[config.mk]
export PLATFORM = sky130hd
export DESIGN_NAME = key_event_arbiter_flat
export DESIGN_NICKNAME = d
export VERILOG_FILES = /design/src/rtl/key_pkg.sv /design/src/rtl/key_event_arbiter_if.sv /design/src/rtl/key_lockout.sv /design/src/rtl/key_event_arbiter.sv /design/src/flat_wrapper.sv
export SDC_FILE = /design/constraint.sdc
export NUM_CORES = 1
export LEC_CHECK = 0
export BUFFER_PORTS_ARGS = -buffer_cell sky130_fd_sc_hd__buf_2
export CORE_AREA = 3 3 118 75
export CTS_CLUSTER_SIZE = 10
export DETAILED_ROUTE_END_ITERATION = 16
export DIE_AREA = 0 0 121 78
export PLACE_DENSITY = 0.7
export SYNTH_ARGS = -nofsm -noshare
export SYNTH_HDL_FRONTEND = slang
export SYNTH_SLANG_ARGS = --single-unit
[constraint.sdc]
create_clock -name clk -period 3.2 [get_ports clk]
set_input_delay 0.16 -clock clk [delete_from_list [all_inputs] [get_ports clk]]
set_output_delay 0.16 -clock clk [all_outputs]
set_load 0.01 [all_outputs]
[src/rtl/key_pkg.sv]
// ---------------------------------------------------------------------------
// key_pkg
// Shared definitions for the key event arbiter and the key filter instances
// that feed it: default key count, default re-accept lockout and the arbiter
// FSM state encoding.
// Ports: none (package).
// ---------------------------------------------------------------------------
package key_pkg;

   localparam int          N_KEYS_DEFAULT  = 4;
   localparam int          LOCKOUT_W       = 20;
   // 20 ms at 50 MHz
   localparam logic [19:0] LOCKOUT_DEFAULT = 20'd1_000_000;

   typedef enum logic {
      IDLE  = 1'b0,
      OFFER = 1'b1
   } arb_state_t;

endpackage

[src/rtl/key_event_arbiter_if.sv]
// ---------------------------------------------------------------------------
// key_event_arbiter_if
// Groups the key pulse inputs, the event valid/ready handshake and the status
// outputs of the key event arbiter.
// Signals:
//   key_pulse  N_KEYS  one-cycle debounced press pulses, one bit per key
//   evt_valid  1       an event is offered on evt_key
//   evt_ready  1       consumer accepts the offered event
//   evt_key    KW      index of the offered key
//   drop       1       one-cycle pulse, a press was lost (key already pending)
//   busy       1       a key is pending or an event is offered
// Modports: master = arbiter side, slave = producer/consumer side.
// ---------------------------------------------------------------------------
interface key_event_arbiter_if
   import key_pkg::*;
#(
   parameter int N_KEYS = N_KEYS_DEFAULT
);
   localparam int KW = $clog2(N_KEYS);

   logic [N_KEYS-1:0] key_pulse;
   logic              evt_valid;
   logic              evt_ready;
   logic [KW-1:0]     evt_key;
   logic              drop;
   logic              busy;

   modport master (
      input  key_pulse, evt_ready,
      output evt_valid, evt_key, drop, busy
   );

   modport slave (
      output key_pulse, evt_ready,
      input  evt_valid, evt_key, drop, busy
   );

endinterface

[src/rtl/key_lockout.sv]
// ---------------------------------------------------------------------------
// key_lockout
// Per-key re-accept lockout. Loads LOCKOUT when the key's event is accepted
// and counts down to zero; the key is locked while the count is nonzero.
// LOCKOUT = 0 means the key is never locked.
// Ports:
//   clk     system clock
//   rst     synchronous active-high reset, clears the counter
//   start   key's event accepted this cycle
//   locked  key must not be captured
// ---------------------------------------------------------------------------
module key_lockout
   import key_pkg::*;
#(
   parameter logic [LOCKOUT_W-1:0] LOCKOUT = LOCKOUT_DEFAULT
) (
   input  logic clk,
   input  logic rst,
   input  logic start,
   output logic locked
);

   logic [LOCKOUT_W-1:0] count;

   // NOTE: sequential state is written with non-blocking assignments only, so
   // every flop samples the values from before the edge.
   always_ff @(posedge clk) begin
      if (rst) begin
         count <= '0;
      end else if (start) begin
         count <= LOCKOUT;
      end else if (count != '0) begin
         count <= count - 1'b1;
      end
   end

   assign locked = (count != '0);

endmodule

[src/rtl/key_event_arbiter.sv]
// ---------------------------------------------------------------------------
// key_event_arbiter
// Collects one-cycle key press pulses into per-key pending bits and offers
// them one at a time on a valid/ready event port, choosing among pending keys
// round robin. An accepted key is locked out for LOCKOUT cycles: presses on a
// locked key are ignored, and a key that is still pending from before its
// acceptance is held back until its lockout expires.
// Ports:
//   clk  system clock, rising edge
//   rst  synchronous active-high reset
//   bus  key_event_arbiter_if.master (key_pulse, evt_valid/ready/key, drop,
//        busy)
// ---------------------------------------------------------------------------
module key_event_arbiter
   import key_pkg::*;
#(
   parameter int                   N_KEYS  = N_KEYS_DEFAULT,
   parameter logic [LOCKOUT_W-1:0] LOCKOUT = LOCKOUT_DEFAULT
) (
   input  logic                 clk,
   input  logic                 rst,
   key_event_arbiter_if.master  bus
);

   localparam int KW = $clog2(N_KEYS);

   arb_state_t        state_q, state_d;
   logic [N_KEYS-1:0] pending_q, pending_d;
   logic [N_KEYS-1:0] locked, start, set_mask, clr_mask, eligible;
   logic [KW-1:0]     evt_key_q, evt_key_d;
   logic [KW-1:0]     last_grant_q, last_grant_d;
   logic [KW-1:0]     win_hi, win_lo, winner;
   logic              found_hi, found_lo;
   logic              drop_q, drop_d;

   for (genvar i = 0; i < N_KEYS; i++) begin : g_lock
      key_lockout #(.LOCKOUT(LOCKOUT)) u_lockout (
         .clk    (clk),
         .rst    (rst),
         .start  (start[i]),
         .locked (locked[i])
      );
   end

   // Lockout of the offered key starts on the accepting edge.
   always_comb begin
      start = '0;
      if (state_q == OFFER && bus.evt_ready) start[evt_key_q] = 1'b1;
   end

   // A key pending from before its own acceptance waits out its lockout, so
   // two events for one key are always at least a lockout window apart.
   assign eligible = pending_q & ~locked;

   // Round robin: lowest eligible index above last_grant, else lowest overall
   // (wrap). The loop runs downward so the last hit is the lowest index.
   always_comb begin
      win_hi   = '0;
      win_lo   = '0;
      found_hi = 1'b0;
      found_lo = 1'b0;
      for (int i = N_KEYS - 1; i >= 0; i--) begin
         if (eligible[i]) begin
            win_lo   = KW'(i);
            found_lo = 1'b1;
            if (i > int'(last_grant_q)) begin
               win_hi   = KW'(i);
               found_hi = 1'b1;
            end
         end
      end
      winner = found_hi ? win_hi : win_lo;
   end

   // NOTE: every signal written here gets a default first, so no path through
   // the block can leave a value held and infer a latch.
   always_comb begin
      state_d      = state_q;
      evt_key_d    = evt_key_q;
      last_grant_d = last_grant_q;
      clr_mask     = '0;
      case (state_q)
         IDLE: begin
            if (found_lo) begin
               state_d          = OFFER;
               evt_key_d        = winner;
               last_grant_d     = winner;
               clr_mask[winner] = 1'b1;
            end
         end
         OFFER: begin
            if (bus.evt_ready) state_d = IDLE;
         end
         default: state_d = IDLE;
      endcase
      // A press on a key being cleared by this grant re-arms it without a drop.
      set_mask  = bus.key_pulse & ~locked;
      pending_d = (pending_q & ~clr_mask) | set_mask;
      drop_d    = |(set_mask & pending_q & ~clr_mask);
   end

   always_ff @(posedge clk) begin
      if (rst) begin
         state_q      <= IDLE;
         pending_q    <= '0;
         evt_key_q    <= '0;
         last_grant_q <= KW'(N_KEYS - 1);
         drop_q       <= 1'b0;
      end else begin
         state_q      <= state_d;
         pending_q    <= pending_d;
         evt_key_q    <= evt_key_d;
         last_grant_q <= last_grant_d;
         drop_q       <= drop_d;
      end
   end

   assign bus.evt_valid = (state_q == OFFER);
   assign bus.evt_key   = evt_key_q;
   assign bus.drop      = drop_q;
   assign bus.busy      = (state_q == OFFER) || (pending_q != '0);

endmodule

[src/flat_wrapper.sv]
// flat-port wrapper written by rule: the top's interface ports become plain ports
module key_event_arbiter_flat import key_pkg::*;
#(
   parameter int                   N_KEYS  = N_KEYS_DEFAULT,
   parameter logic [LOCKOUT_W-1:0] LOCKOUT = LOCKOUT_DEFAULT
)
  (clk, rst, bus_key_pulse, bus_evt_ready, bus_evt_valid, bus_evt_key, bus_drop, bus_busy);
  key_event_arbiter_if #(.N_KEYS(N_KEYS)) bus_i ();
  input  logic clk;
  input  logic rst;
  input wire logic [$bits(bus_i.key_pulse)-1:0] bus_key_pulse;
  input wire logic [$bits(bus_i.evt_ready)-1:0] bus_evt_ready;
  output wire logic [$bits(bus_i.evt_valid)-1:0] bus_evt_valid;
  output wire logic [$bits(bus_i.evt_key)-1:0] bus_evt_key;
  output wire logic [$bits(bus_i.drop)-1:0] bus_drop;
  output wire logic [$bits(bus_i.busy)-1:0] bus_busy;
  assign bus_i.key_pulse = bus_key_pulse;
  assign bus_i.evt_ready = bus_evt_ready;
  assign bus_evt_valid = bus_i.evt_valid;
  assign bus_evt_key = bus_i.evt_key;
  assign bus_drop = bus_i.drop;
  assign bus_busy = bus_i.busy;
  key_event_arbiter #(.N_KEYS(N_KEYS), .LOCKOUT(LOCKOUT)) u_core (.clk(clk), .rst(rst), .bus(bus_i));
endmodule
==> results.json <==
{
  "status": "finished clean",
  "grt_max_degree": 32,
  "ir_drop_mv": 0.551,
  "worstMarginPinSlew_ns": 0.635,
  "drt-total-wl_mm": 8.93,
  "ys.flop_type": "dfxtp_1",
  "viasPerCell": 5.52,
  "drv_slew": 0,
  "syn_area_per_cell_um2": 8.64,
  "hold_viol": 0,
  "syn_inst": 495,
  "io_buffers": 11,
  "ys_seq_elements": 90,
  "areaGrowthSynthToFinish_pct": 10.7,
  "syn_nets": 510,
  "worstPathMaxFanout": 8,
  "cts_resized": 0,
  "wl_per_cell_um": 14.4,
  "finalSetupViolCount": 0,
  "drive_gt1_frac": 0.0936,
  "ctsHoldBuffers": 0,
  "p_leak_nw": 1.84,
  "rsz0062_at_grt": "false",
  "synth_compound_area_frac": 0.120,
  "synth_cell_types": 54,
  "core_area_um2": 7790,
  "grt_pass1_vias": 3229,
  "synthSimpleGateAreaFrac": 0.279,
  "drt_iter0_drc": 281,
  "maxSlewHeadroom": 0.573,
  "power_mw": 5.89,
  "ios": 12,
  "fill_cells": 670,
  "rows": 25,
  "synthArstFlopShare": 0,
  "maxCapViolCount": 0,
  "drc_errors": 0,
  "place_ws_ns": 0.525,
  "dieWidth_um": 121,
  "syn_area_um2": 4280,
  "crit_type": "flip-flop to flip-flop",
  "arrival_ns": 2.91,
  "clock_sinks": 90,
  "synth_xor_area_frac": 0.125,
  "htreeDepth": 3,
  "fin_crit_sh": 0.848,
  "die_area_um2": 9440,
  "nNetsFinal": 523,
  "synthAdderAreaFrac": 0.0234,
  "cts_setup_buffers": 0,
  "synth_top_family_by_area": "simple AND/OR/NAND/NOR gates",
  "antennaDiodeCount": 0,
  "clock_path_buffers": 2,
  "antenna_found_initial": 0,
  "chipHeight_um": 78,
  "cts-buffers-inserted": 9,
  "start_kind": "flip-flop",
  "clk_pin_slew_worst_paths_ns": 0.06,
  "place_congestion": 0.860,
  "fin_crit_ns": 2.71,
  "ys_warn_count": 0,
  "power_density_nw_per_um2": 1240,
  "ant_nets": 0,
  "fin_ws_ns": 0.486,
  "ys_seq_area_frac": 0.421,
  "finalClockSkew_ns": 0.00617,
  "first_pass_iters": 4,
  "overflow": 0,
  "worstPathRequired_ns": 3.40,
  "vias": 3429,
  "grt_first_pass_wirelength_mm": 15.6,
  "track_usage": 0.204,
  "place_hpwl_mm": 6.23,
  "start_util": 0.549,
  "synthMuxAreaShare": 0,
  "synth-edff-count": 0,
  "tns_ns": 0,
  "max_freq_mhz": 369,
  "holdCritPathClass": "input pin to flip-flop",
  "insertion_delay_ns": 0.34,
  "clock-root-buffer": "clkbuf_16",
  "end_kind": "flip-flop",
  "cts_tree": "done"
}
[cell type report]
cell class                      instances  area, µm²  share of cell area
Clock buffer                           12        256              0.0542
Clock inverter                          4       50.0              0.0106
Inverter                               15       56.3              0.0119
Multi-Input combinational cell        376       2340               0.494
Sequential cell                        90       1800               0.381
Tap cell                              108        135              0.0286
Timing Repair Buffer                   16       92.6              0.0196
[routing by layer]
layer  global-route usage  up-vias  part of all wire
li1                     -     1766                 -
met1                0.284     1585              0.50
met4               0.0633        0             0.013
met2                0.306       68              0.44
met3               0.0554       10             0.042
met5                    0        -                 0
[flip-flops by register name, summed over array words and instances (netlist names)]
register / flops
u_core.last_grant_q: 2
u_core.pending_q: 4
u_core.g_lock.u_lockout.count: 80
u_core.bus.evt_key: 2
u_core.bus.drop: 1
u_core.bus.evt_valid: 1
[worst max-delay path, stage by stage (launching register included)]
cell and delay (ns):
dfxtp_1 0.34, inv_1 0.09, ha_1 0.20, nor4b_1 0.16, nand4_1 0.13, nor2_1 0.14, or4b_4 0.58, or4_4 0.54
nor4_4 0.16, xnor2_1 0.14, a21oi_1 0.08
[path summary, 6_finish.rpt]
| check | from | to | slack (ns) | cells past startpoint |
|---|---|---|---|---|
| setup / recovery | u_core.g_lock[0].u_lockout.count[0] | u_core.g_lock[0].u_lockout.count[17] | 0.49 | 10 |
| hold / removal | bus_evt_ready | u_core.bus.evt_valid | 0.04 | 2 |
| setup reg to reg | u_core.g_lock[0].u_lockout.count[0] | u_core.g_lock[0].u_lockout.count[17] | 0.49 | 10 |
| hold reg to reg | u_core.g_lock[2].u_lockout.count[5] | u_core.g_lock[2].u_lockout.count[5] | 0.47 | 2 |
[per-stage QoR]
stage	hold WS, ns	area (µm²)	util	cells
floorplan	0.259	4280	-	495
global placement	0.391	4430	0.568	605
detailed placement	0.394	4430	0.568	605
CTS	0.0364	4730	0.608	621
global route	0.0579	4730	0.608	621
finish	0.0434	4730	0.608	621
[placed cells by master, fill, tap and decap left out, types with 9 or more instances in the layout]
cell,instances
nand2_1,30
nor4_1,15
inv_1,15
dfxtp_1,90
clkbuf_16,9
xor2_1,23
xnor2_1,38
buf_2,11
a21oi_1,49
o21ai_0,11
nor3_1,18
or3_1,11
nand3_1,13
nor2_1,75
[cells in the mapped netlist (all sizes together) (3+ instances only)]
cell | instances | area share
dfxtp | 90 | 0.42
nor2 | 76 | 0.067
a21oi | 49 | 0.057
xnor2 | 38 | 0.078
nand2 | 30 | 0.026
xor2 | 23 | 0.047
nor3 | 18 | 0.021
nor4 | 18 | 0.035
inv | 15 | 0.013
or3 | 15 | 0.023
nand3 | 13 | 0.015
o21ai | 11 | 0.013
clkbuf | 10 | 0.011
or4 | 9 | 0.018
and3 | 8 | 0.012
ha | 8 | 0.023
nand2b | 8 | 0.012
nand4 | 6 | 0.0088
a22oi | 5 | 0.0088
a211oi | 4 | 0.0070
nand3b | 4 | 0.0070
nor2b | 4 | 0.0059
nor4b | 4 | 0.0097
o41ai | 3 | 0.0061
[kinds of logic after synthesis]
logic type / count (synthesis)
flip-flops: 90
buffers and inverters: 29
adder cells (fa/ha/maj): 8
AND/OR/NAND/NOR: 222
AO/OA/AOI/OAI: 85
XOR/XNOR: 61
[where the power goes]
group	internal [mW]	switching (mW)	leakage [nW]
sequential	1.58	0.463	0.738
clock	0.646	0.422	0.145
combinational	1.27	1.50	0.953
Power figures use the tool's default switching activity.
